[config.mk]
export PLATFORM = sky130hd
export DESIGN_NAME = dec_onehot_seq_flat
export DESIGN_NICKNAME = d
export VERILOG_FILES = /design/src/rtl/dec_onehot_seq_if.sv /design/src/rtl/dec_onehot_seq.sv /design/src/flat_wrapper.sv
export SDC_FILE = /design/constraint.sdc
export NUM_CORES = 1
export LEC_CHECK = 0
export ABC_AREA = 1
export CAP_MARGIN = 30
export CORE_AREA = 2 2 39 41
export DETAILED_ROUTE_END_ITERATION = 6
export DIE_AREA = 0 0 41 43
export PLACE_DENSITY_LB_ADDON = 0.3
export SYNTH_ARGS = -nofsm -noshare
export SYNTH_HDL_FRONTEND = slang
export SYNTH_SLANG_ARGS = --single-unit
[constraint.sdc]
create_clock -name Clock -period 1.5 [get_ports Clock]
set_input_delay 0.15 -clock Clock [delete_from_list [all_inputs] [get_ports Clock]]
set_output_delay 0.15 -clock Clock [all_outputs]
set_load 0.05 [all_outputs]
[src/rtl/dec_onehot_seq_if.sv]
// Request/response bundle for the one-hot index sequencer.
// The master side issues load/step/clear requests; the slave side returns the decode and status.
interface dec_onehot_seq_if #(
   parameter int unsigned WIDTH = 3,
   parameter int unsigned DEPTH = 8
);
   logic               En;
   logic               Clear;
   logic               Load;
   logic               Step;
   logic               Dir;
   logic [WIDTH-1:0]   W;
   logic [0:DEPTH-1]   Y;
   logic [WIDTH-1:0]   Idx;
   logic               Active;
   logic               Wrap;
   logic               Err;

   modport master (
      output En, Clear, Load, Step, Dir, W,
      input  Y, Idx, Active, Wrap, Err
   );

   modport slave (
      input  En, Clear, Load, Step, Dir, W,
      output Y, Idx, Active, Wrap, Err
   );
endinterface

[src/rtl/dec_onehot_seq.sv]
// Loadable up/down index register with a one-hot decode; serves as register-enable
// decoder or control-step ring sequencer. Index arithmetic is modulo DEPTH.
module dec_onehot_seq #(
   parameter int unsigned WIDTH = 3,
   parameter int unsigned DEPTH = 8,
   parameter bit          WRAP  = 1'b1
) (
   input logic              Clock,
   input logic              Resetn,
   dec_onehot_seq_if.slave  bus
);

   localparam int unsigned      CMP_W    = WIDTH + 1;
   localparam logic [WIDTH-1:0] IDX_LAST = WIDTH'(DEPTH - 1);

   generate
      if ((DEPTH < 2) || (DEPTH > (2 ** WIDTH))) begin : g_bad_depth
         $error("dec_onehot_seq: DEPTH must lie in 2..2**WIDTH");
      end
   endgenerate

   typedef enum logic {
      ST_IDLE   = 1'b0,
      ST_ACTIVE = 1'b1
   } state_e;

   state_e           state_q;
   logic [WIDTH-1:0] idx_q;
   logic             wrap_q;
   logic             err_q;

   logic             load_ok_c;
   logic             at_top_c;
   logic             at_bot_c;
   logic             dec_en_c;
   logic [0:DEPTH-1] y_c;

   // Widen by one bit so DEPTH == 2**WIDTH compares without truncation.
   assign load_ok_c = ({1'b0, bus.W} < CMP_W'(DEPTH));
   assign at_top_c  = (idx_q == IDX_LAST);
   assign at_bot_c  = (idx_q == '0);

   // Priority: reset, clear, load, step; wrap/err are single-cycle pulses.
   always_ff @(posedge Clock) begin
      if (!Resetn) begin
         state_q <= ST_IDLE;
         idx_q   <= '0;
         wrap_q  <= 1'b0;
         err_q   <= 1'b0;
      end else begin
         wrap_q <= 1'b0;
         err_q  <= 1'b0;
         if (bus.Clear) begin
            state_q <= ST_IDLE;
         end else if (bus.Load) begin
            if (load_ok_c) begin
               idx_q   <= bus.W;
               state_q <= ST_ACTIVE;
            end else begin
               err_q <= 1'b1;
            end
         end else if (bus.Step && (state_q == ST_ACTIVE)) begin
            if (!bus.Dir) begin
               if (!at_top_c) begin
                  idx_q <= idx_q + WIDTH'(1);
               end else begin
                  wrap_q <= 1'b1;
                  if (WRAP) idx_q   <= '0;
                  else      state_q <= ST_IDLE;
               end
            end else begin
               if (!at_bot_c) begin
                  idx_q <= idx_q - WIDTH'(1);
               end else begin
                  wrap_q <= 1'b1;
                  if (WRAP) idx_q   <= IDX_LAST;
                  else      state_q <= ST_IDLE;
               end
            end
         end
      end
   end

   assign dec_en_c = bus.En && (state_q == ST_ACTIVE);

   // Combinational decode of registered state; idx_q never exceeds DEPTH-1.
   generate
      for (genvar g = 0; g < DEPTH; g++) begin : g_dec
         assign y_c[g] = dec_en_c && (idx_q == WIDTH'(g));
      end
   endgenerate

   assign bus.Y      = y_c;
   assign bus.Idx    = idx_q;
   assign bus.Active = (state_q == ST_ACTIVE);
   assign bus.Wrap   = wrap_q;
   assign bus.Err    = err_q;

endmodule

[src/flat_wrapper.sv]
// flat-port wrapper written by rule: the top's interface ports become plain ports
module dec_onehot_seq_flat 
#(
   parameter int unsigned WIDTH = 3,
   parameter int unsigned DEPTH = 8,
   parameter bit          WRAP  = 1'b1
)
  (Clock, Resetn, bus_En, bus_Clear, bus_Load, bus_Step, bus_Dir, bus_W, bus_Y, bus_Idx, bus_Active, bus_Wrap, bus_Err);
  dec_onehot_seq_if #(.WIDTH(WIDTH), .DEPTH(DEPTH)) bus_i ();
  input logic Clock;
  input logic Resetn;
  input wire logic [$bits(bus_i.En)-1:0] bus_En;
  input wire logic [$bits(bus_i.Clear)-1:0] bus_Clear;
  input wire logic [$bits(bus_i.Load)-1:0] bus_Load;
  input wire logic [$bits(bus_i.Step)-1:0] bus_Step;
  input wire logic [$bits(bus_i.Dir)-1:0] bus_Dir;
  input wire logic [$bits(bus_i.W)-1:0] bus_W;
  output wire logic [$bits(bus_i.Y)-1:0] bus_Y;
  output wire logic [$bits(bus_i.Idx)-1:0] bus_Idx;
  output wire logic [$bits(bus_i.Active)-1:0] bus_Active;
  output wire logic [$bits(bus_i.Wrap)-1:0] bus_Wrap;
  output wire logic [$bits(bus_i.Err)-1:0] bus_Err;
  assign bus_i.En = bus_En;
  assign bus_i.Clear = bus_Clear;
  assign bus_i.Load = bus_Load;
  assign bus_i.Step = bus_Step;
  assign bus_i.Dir = bus_Dir;
  assign bus_i.W = bus_W;
  assign bus_Y = bus_i.Y;
  assign bus_Idx = bus_i.Idx;
  assign bus_Active = bus_i.Active;
  assign bus_Wrap = bus_i.Wrap;
  assign bus_Err = bus_i.Err;
  dec_onehot_seq #(.WIDTH(WIDTH), .DEPTH(DEPTH), .WRAP(WRAP)) u_core (.Clock(Clock), .Resetn(Resetn), .bus(bus_i));
endmodule
-- Word-level counts from Yosys, hierarchy flattened
Index checks and enable logic that the tools add are counted.
- bitwise operators: 3
- eq/ne operators: 7
- add/subtract/negate cells: 2
- muxes and demuxes: 8
- reduce and logical (&&, ||, !) cells: 15
- operators by type and width (kind ; number):
    $mux W3 ; 5
    $eq A3 B3 Y1 const B ; 4
    $logic_and A1 B1 Y1 ; 10
    $eq A3 B2 Y1 const B ; 2
    $reduce_or A4 Y1 ; 1
    $add A3 B1 Y3 const B ; 1
    $eq A3 B1 Y1 const B ; 1
    $logic_not A3 Y1 ; 1
    $mux W1 ; 3
    $not A1 Y1 ; 3
    $sub A3 B1 Y3 const B ; 1
    $reduce_and A2 Y1 ; 1
    $reduce_bool A2 Y1 ; 1
    $reduce_or A2 Y1 ; 1
- input port bits: 10
- word-level logic and storage cells: 38
- bits in registers: 5
- output and inout port bits: 14

-- Longest topological paths before layout
Gate-level depths: netlist (run 1).
- depth after elaboration: 5
- mapped depth: 9
- mapped depth without buffers: 9

-- Least setup slack after synthesis (run 1)
OpenSTA, ideal clock, no wires.
- path type: register to output
- from: register u_core.idx_q[1], in the netlist u_core.bus.Idx[1]
- to: output bus_Y[1]
- data required time: 1350 ps
- data arrival time: 2028 ps
- path slack: -678 ps
- cell stages (with the launch flop): 4
- cells stage by stage: dfxtp_1 > ha_1 > inv_1 > nor3_1
- word-level cells in the longest chain between the ends: 2
- ends and longest elaborated chain (item ; line ; text):
    start: declaration ; dec_onehot_seq.sv:28 ; logic [WIDTH-1:0] idx_q;
    start signal: assignment ; dec_onehot_seq.sv:57 ; idx_q <= bus.W;
    start signal: assignment ; dec_onehot_seq.sv:65 ; idx_q <= idx_q + WIDTH'(1);
    start signal: assignment ; dec_onehot_seq.sv:73 ; idx_q <= idx_q - WIDTH'(1);
    $eq A3 B3 Y1 ; dec_onehot_seq.sv:89 ; assign y_c[g] = dec_en_c && (idx_q == WIDTH'(g));
    $logic_and A1 B1 Y1 ; dec_onehot_seq.sv:89 ;
    end: declaration ; flat_wrapper.sv:18 ; output wire logic [$bits(bus_i.Y)-1:0] bus_Y;
No other way between the ends.

-- Worst setup path after layout (run 1)
- from: register u_core.idx_q[0], in the netlist u_core.bus.Idx[0]
- to: output bus_Y[5]
- word-level cells in the longest chain between the ends: 2
- ends and longest elaborated chain (item ; line):
    $eq A3 B2 Y1 ; dec_onehot_seq.sv:89
    $logic_and A1 B1 Y1 ; dec_onehot_seq.sv:89
No other way between the ends.

==> results.toml, run 1 <==
[synth]
synthesis.nets = 95
ys_seq_area_share_pct = 20.73
syn_area_per_cell_sq_um = 6.192
synth_area_sq_um = 483.0
netlist_top_cells_area = "dfxtp_1 21%, ha_1 18%, nand2_1 16%"
synth_warnings = 0
synth_top_area_cell = "dfxtp_1"
yosysTopAreaCellShare_pct = 20.73
syn_inst = 78
ys_types = 16
synth_seq_cells = 5

[worst_setup_path]
critical_path.most_common_cell = "inv_2"
critPathLaunchType = "flip-flop"
worstReg2RegStart = "u_core.bus.Idx[2]$_SDFFE_PN0P_"
crit_arrival_ps = 1300
crit_fanout = 5
crit_type = "reg -> out"
critPathCaptureType = "primary output"
path_cells = "inv_2 -> ha_1 -> inv_2 -> nor3_4 -> buf_12"
critPathSlowestCell = "dfxtp_4"
slowest_delay_ps = 360
cp.required_ps = 1350
setup.worst_path.start = "u_core.bus.Idx[0]$_SDFFE_PN0P_"

[timing]
hold_viol_final = 0
fmax_mhz = 688.1
layout_setup_ws_ps = 46.62
hold_slack_ps = 496.6
rsz0062_at_grt = "true"
setup_viol = 0
period_needed_ps = 1453
tns_ps = 0
drv_slew = 0
fin_crit_sh_pct = 96.89
finClkSkew_ps = 1.392

[clocking]
cts.clk_slew.worst_paths_ps = 40
cts_resized = 0
cts-hold-fix-buffers = 0
cts-root-buf = "clkbuf_4"
post_cts_buffers = 0
cts-htree-levels = 1
numCtsBuffers = 3
clkSinkCount = 5
clk_path_buf_depth = 2
clk_latency_ps = 240
cts_tree = "built"

[routing]
postRouteAntennaNets = 0
via_per_inst = 4.479
routedWlPerCell_um = 8.942
drc_errors = 0
drt_wl_total_um = 1082
firstDrtPassIters = 2
drt_iter0_drc = 6
vias = 542

[floorplan]
die_h_um = 43
dieArea_sq_um = 1763
rows = 14
dieWidth_um = 41
coreArea_sq_um = 1384
start_util_pct = 34.90
io_pins = 24

[grt]
track_usage_pct = 15.98
antenna_found_initial = 0
grt_pass1_vias = 485
grt_max_degree = 7
grt_pass1_wl_um = 1911
grt_overflow = 0

[finish]
final_area_sq_um = 942.2
num_antenna_cells = 0
drive_gt1_share_pct = 44.76
area_growth_pct = 95.08
finalNetCount = 123

[power_and_ir_drop]
irDropWorstVdd_mv = 0.4163
p_leak_nw = 0.4256
p_per_area_nw_per_um2 = 520.6

[worst_hold_path]
holdCritPathClass = "reg -> reg"
worstHoldStart = "u_core.bus.Active$_SDFFE_PP0P_"

[job]
cap_violations = 0

[place]
routabilityCongestion = 0.7309
dp_slack_ps = 89.27
dp_hpwl_um = 917.1
port_buffers = 22
placed_area_sq_um = 893.4

[status]
outcome = "completed"
-- report_power, final --
part / internal, mW / leakage (nW) / switching (mW)
clock network: 0.101 / 0.0150 / 0.0546
registers: 0.140 / 0.0431 / 0.0119
logic: 0.0738 / 0.368 / 0.110
-- cell usage after synthesis, drive strengths merged --
cell / count
nor3: 4
inv: 13
nand3: 3
nor2: 15
o21a: 1
a21oi: 4
conb: 1
nand2: 24
ha: 7
dfxtp: 5
buf: 1
-- worst paths after layout --
check,end,slack [ps],depth (start not counted)
max,bus_Y[5],50,5
min,u_core.bus.Active$_SDFFE_PP0P_,500,1
max reg2reg,u_core.bus.Idx[2]$_SDFFE_PN0P_,230,7
min reg2reg,u_core.bus.Active$_SDFFE_PP0P_,500,1
-- worst max-delay path, delay by kind of cell (launching register included) --
kind	cells	cell delay, ps
DFF	1	360
buffers and inverters	3	310
adders and majority gates	1	160
and+or+nand+nor	1	220
-- flip-flops by register name, indices dropped and copies added, names as in the netlist --
signal,cells
u_core.bus.Active,1
u_core.bus.Wrap,1
u_core.bus.Idx,3
-- layer usage --
metal	vias up	track usage, %	wire (um)
met2	16	22.81	533
li1	295	-	-
met4	0	14.00	40
met3	5	1.571	51
met5	-	0	0
met1	226	20.00	457
-- cell usage in the layout (no fill, tap or decap) --
cell type	instances
inv_2	7
dfxtp_4	2
conb_1	1
nor2_2	2
dfxtp_2	2
ha_1	4
nand2_2	2
nor2_1	9
o21a_1	1
ha_2	2
nand3_1	3
clkdlybuf4s50_1	9
nand2_4	2
inv_1	6
nand2_1	20
clkbuf_1	1
ha_4	1
buf_4	6
a21oi_1	3
buf_12	9
nor3_4	4
nor2_4	4
dfxtp_1	1
clkbuf_4	3
a21oi_2	1
-- cell type report --
cell class,count,area [sq um]
fill,117,441.7
multi-input combinational,59,421.7
timing repair buffer,24,315.3
sequential,5,110.1
inverter,13,48.80
clock buffer,4,26.28
tap,16,20.02
-- per-stage QoR --
stage | instances | power [mW] | util (%)
3_3_place_gp | 117 | 0.3323 | 64.56
6_report | 121 | 0.4905 | 68.08
2_1_floorplan | 78 | 0.2703 | -
3_5_place_dp | 117 | 0.3341 | 64.56
4_1_cts | 121 | 0.4930 | 66.46
5_1_grt | 121 | 0.5293 | 68.08
-- logic make-up after synthesis --
family | after synthesis | synth area share, %
compound gates | 5 | 6.477
fa+ha+maj | 7 | 18.13
buf+inv | 14 | 11.66
flops | 5 | 20.73
other cells | 1 | 0.7765
simple gates | 46 | 42.23
No activity file was read; power rests on OpenSTA's default activity.
==> run 2: changes to the inputs <==
--- a/config.mk
+++ b/config.mk
@@ -10,6 +10,7 @@
 export CORE_AREA = 2 2 39 41
 export DETAILED_ROUTE_END_ITERATION = 6
 export DIE_AREA = 0 0 41 43
+export GPL_ROUTABILITY_DRIVEN = 0
 export PLACE_DENSITY_LB_ADDON = 0.3
 export SYNTH_ARGS = -nofsm -noshare
 export SYNTH_HDL_FRONTEND = slang
==> results of run 2 <==
The final DEF is identical to that of run 1; final timing and power are the same.
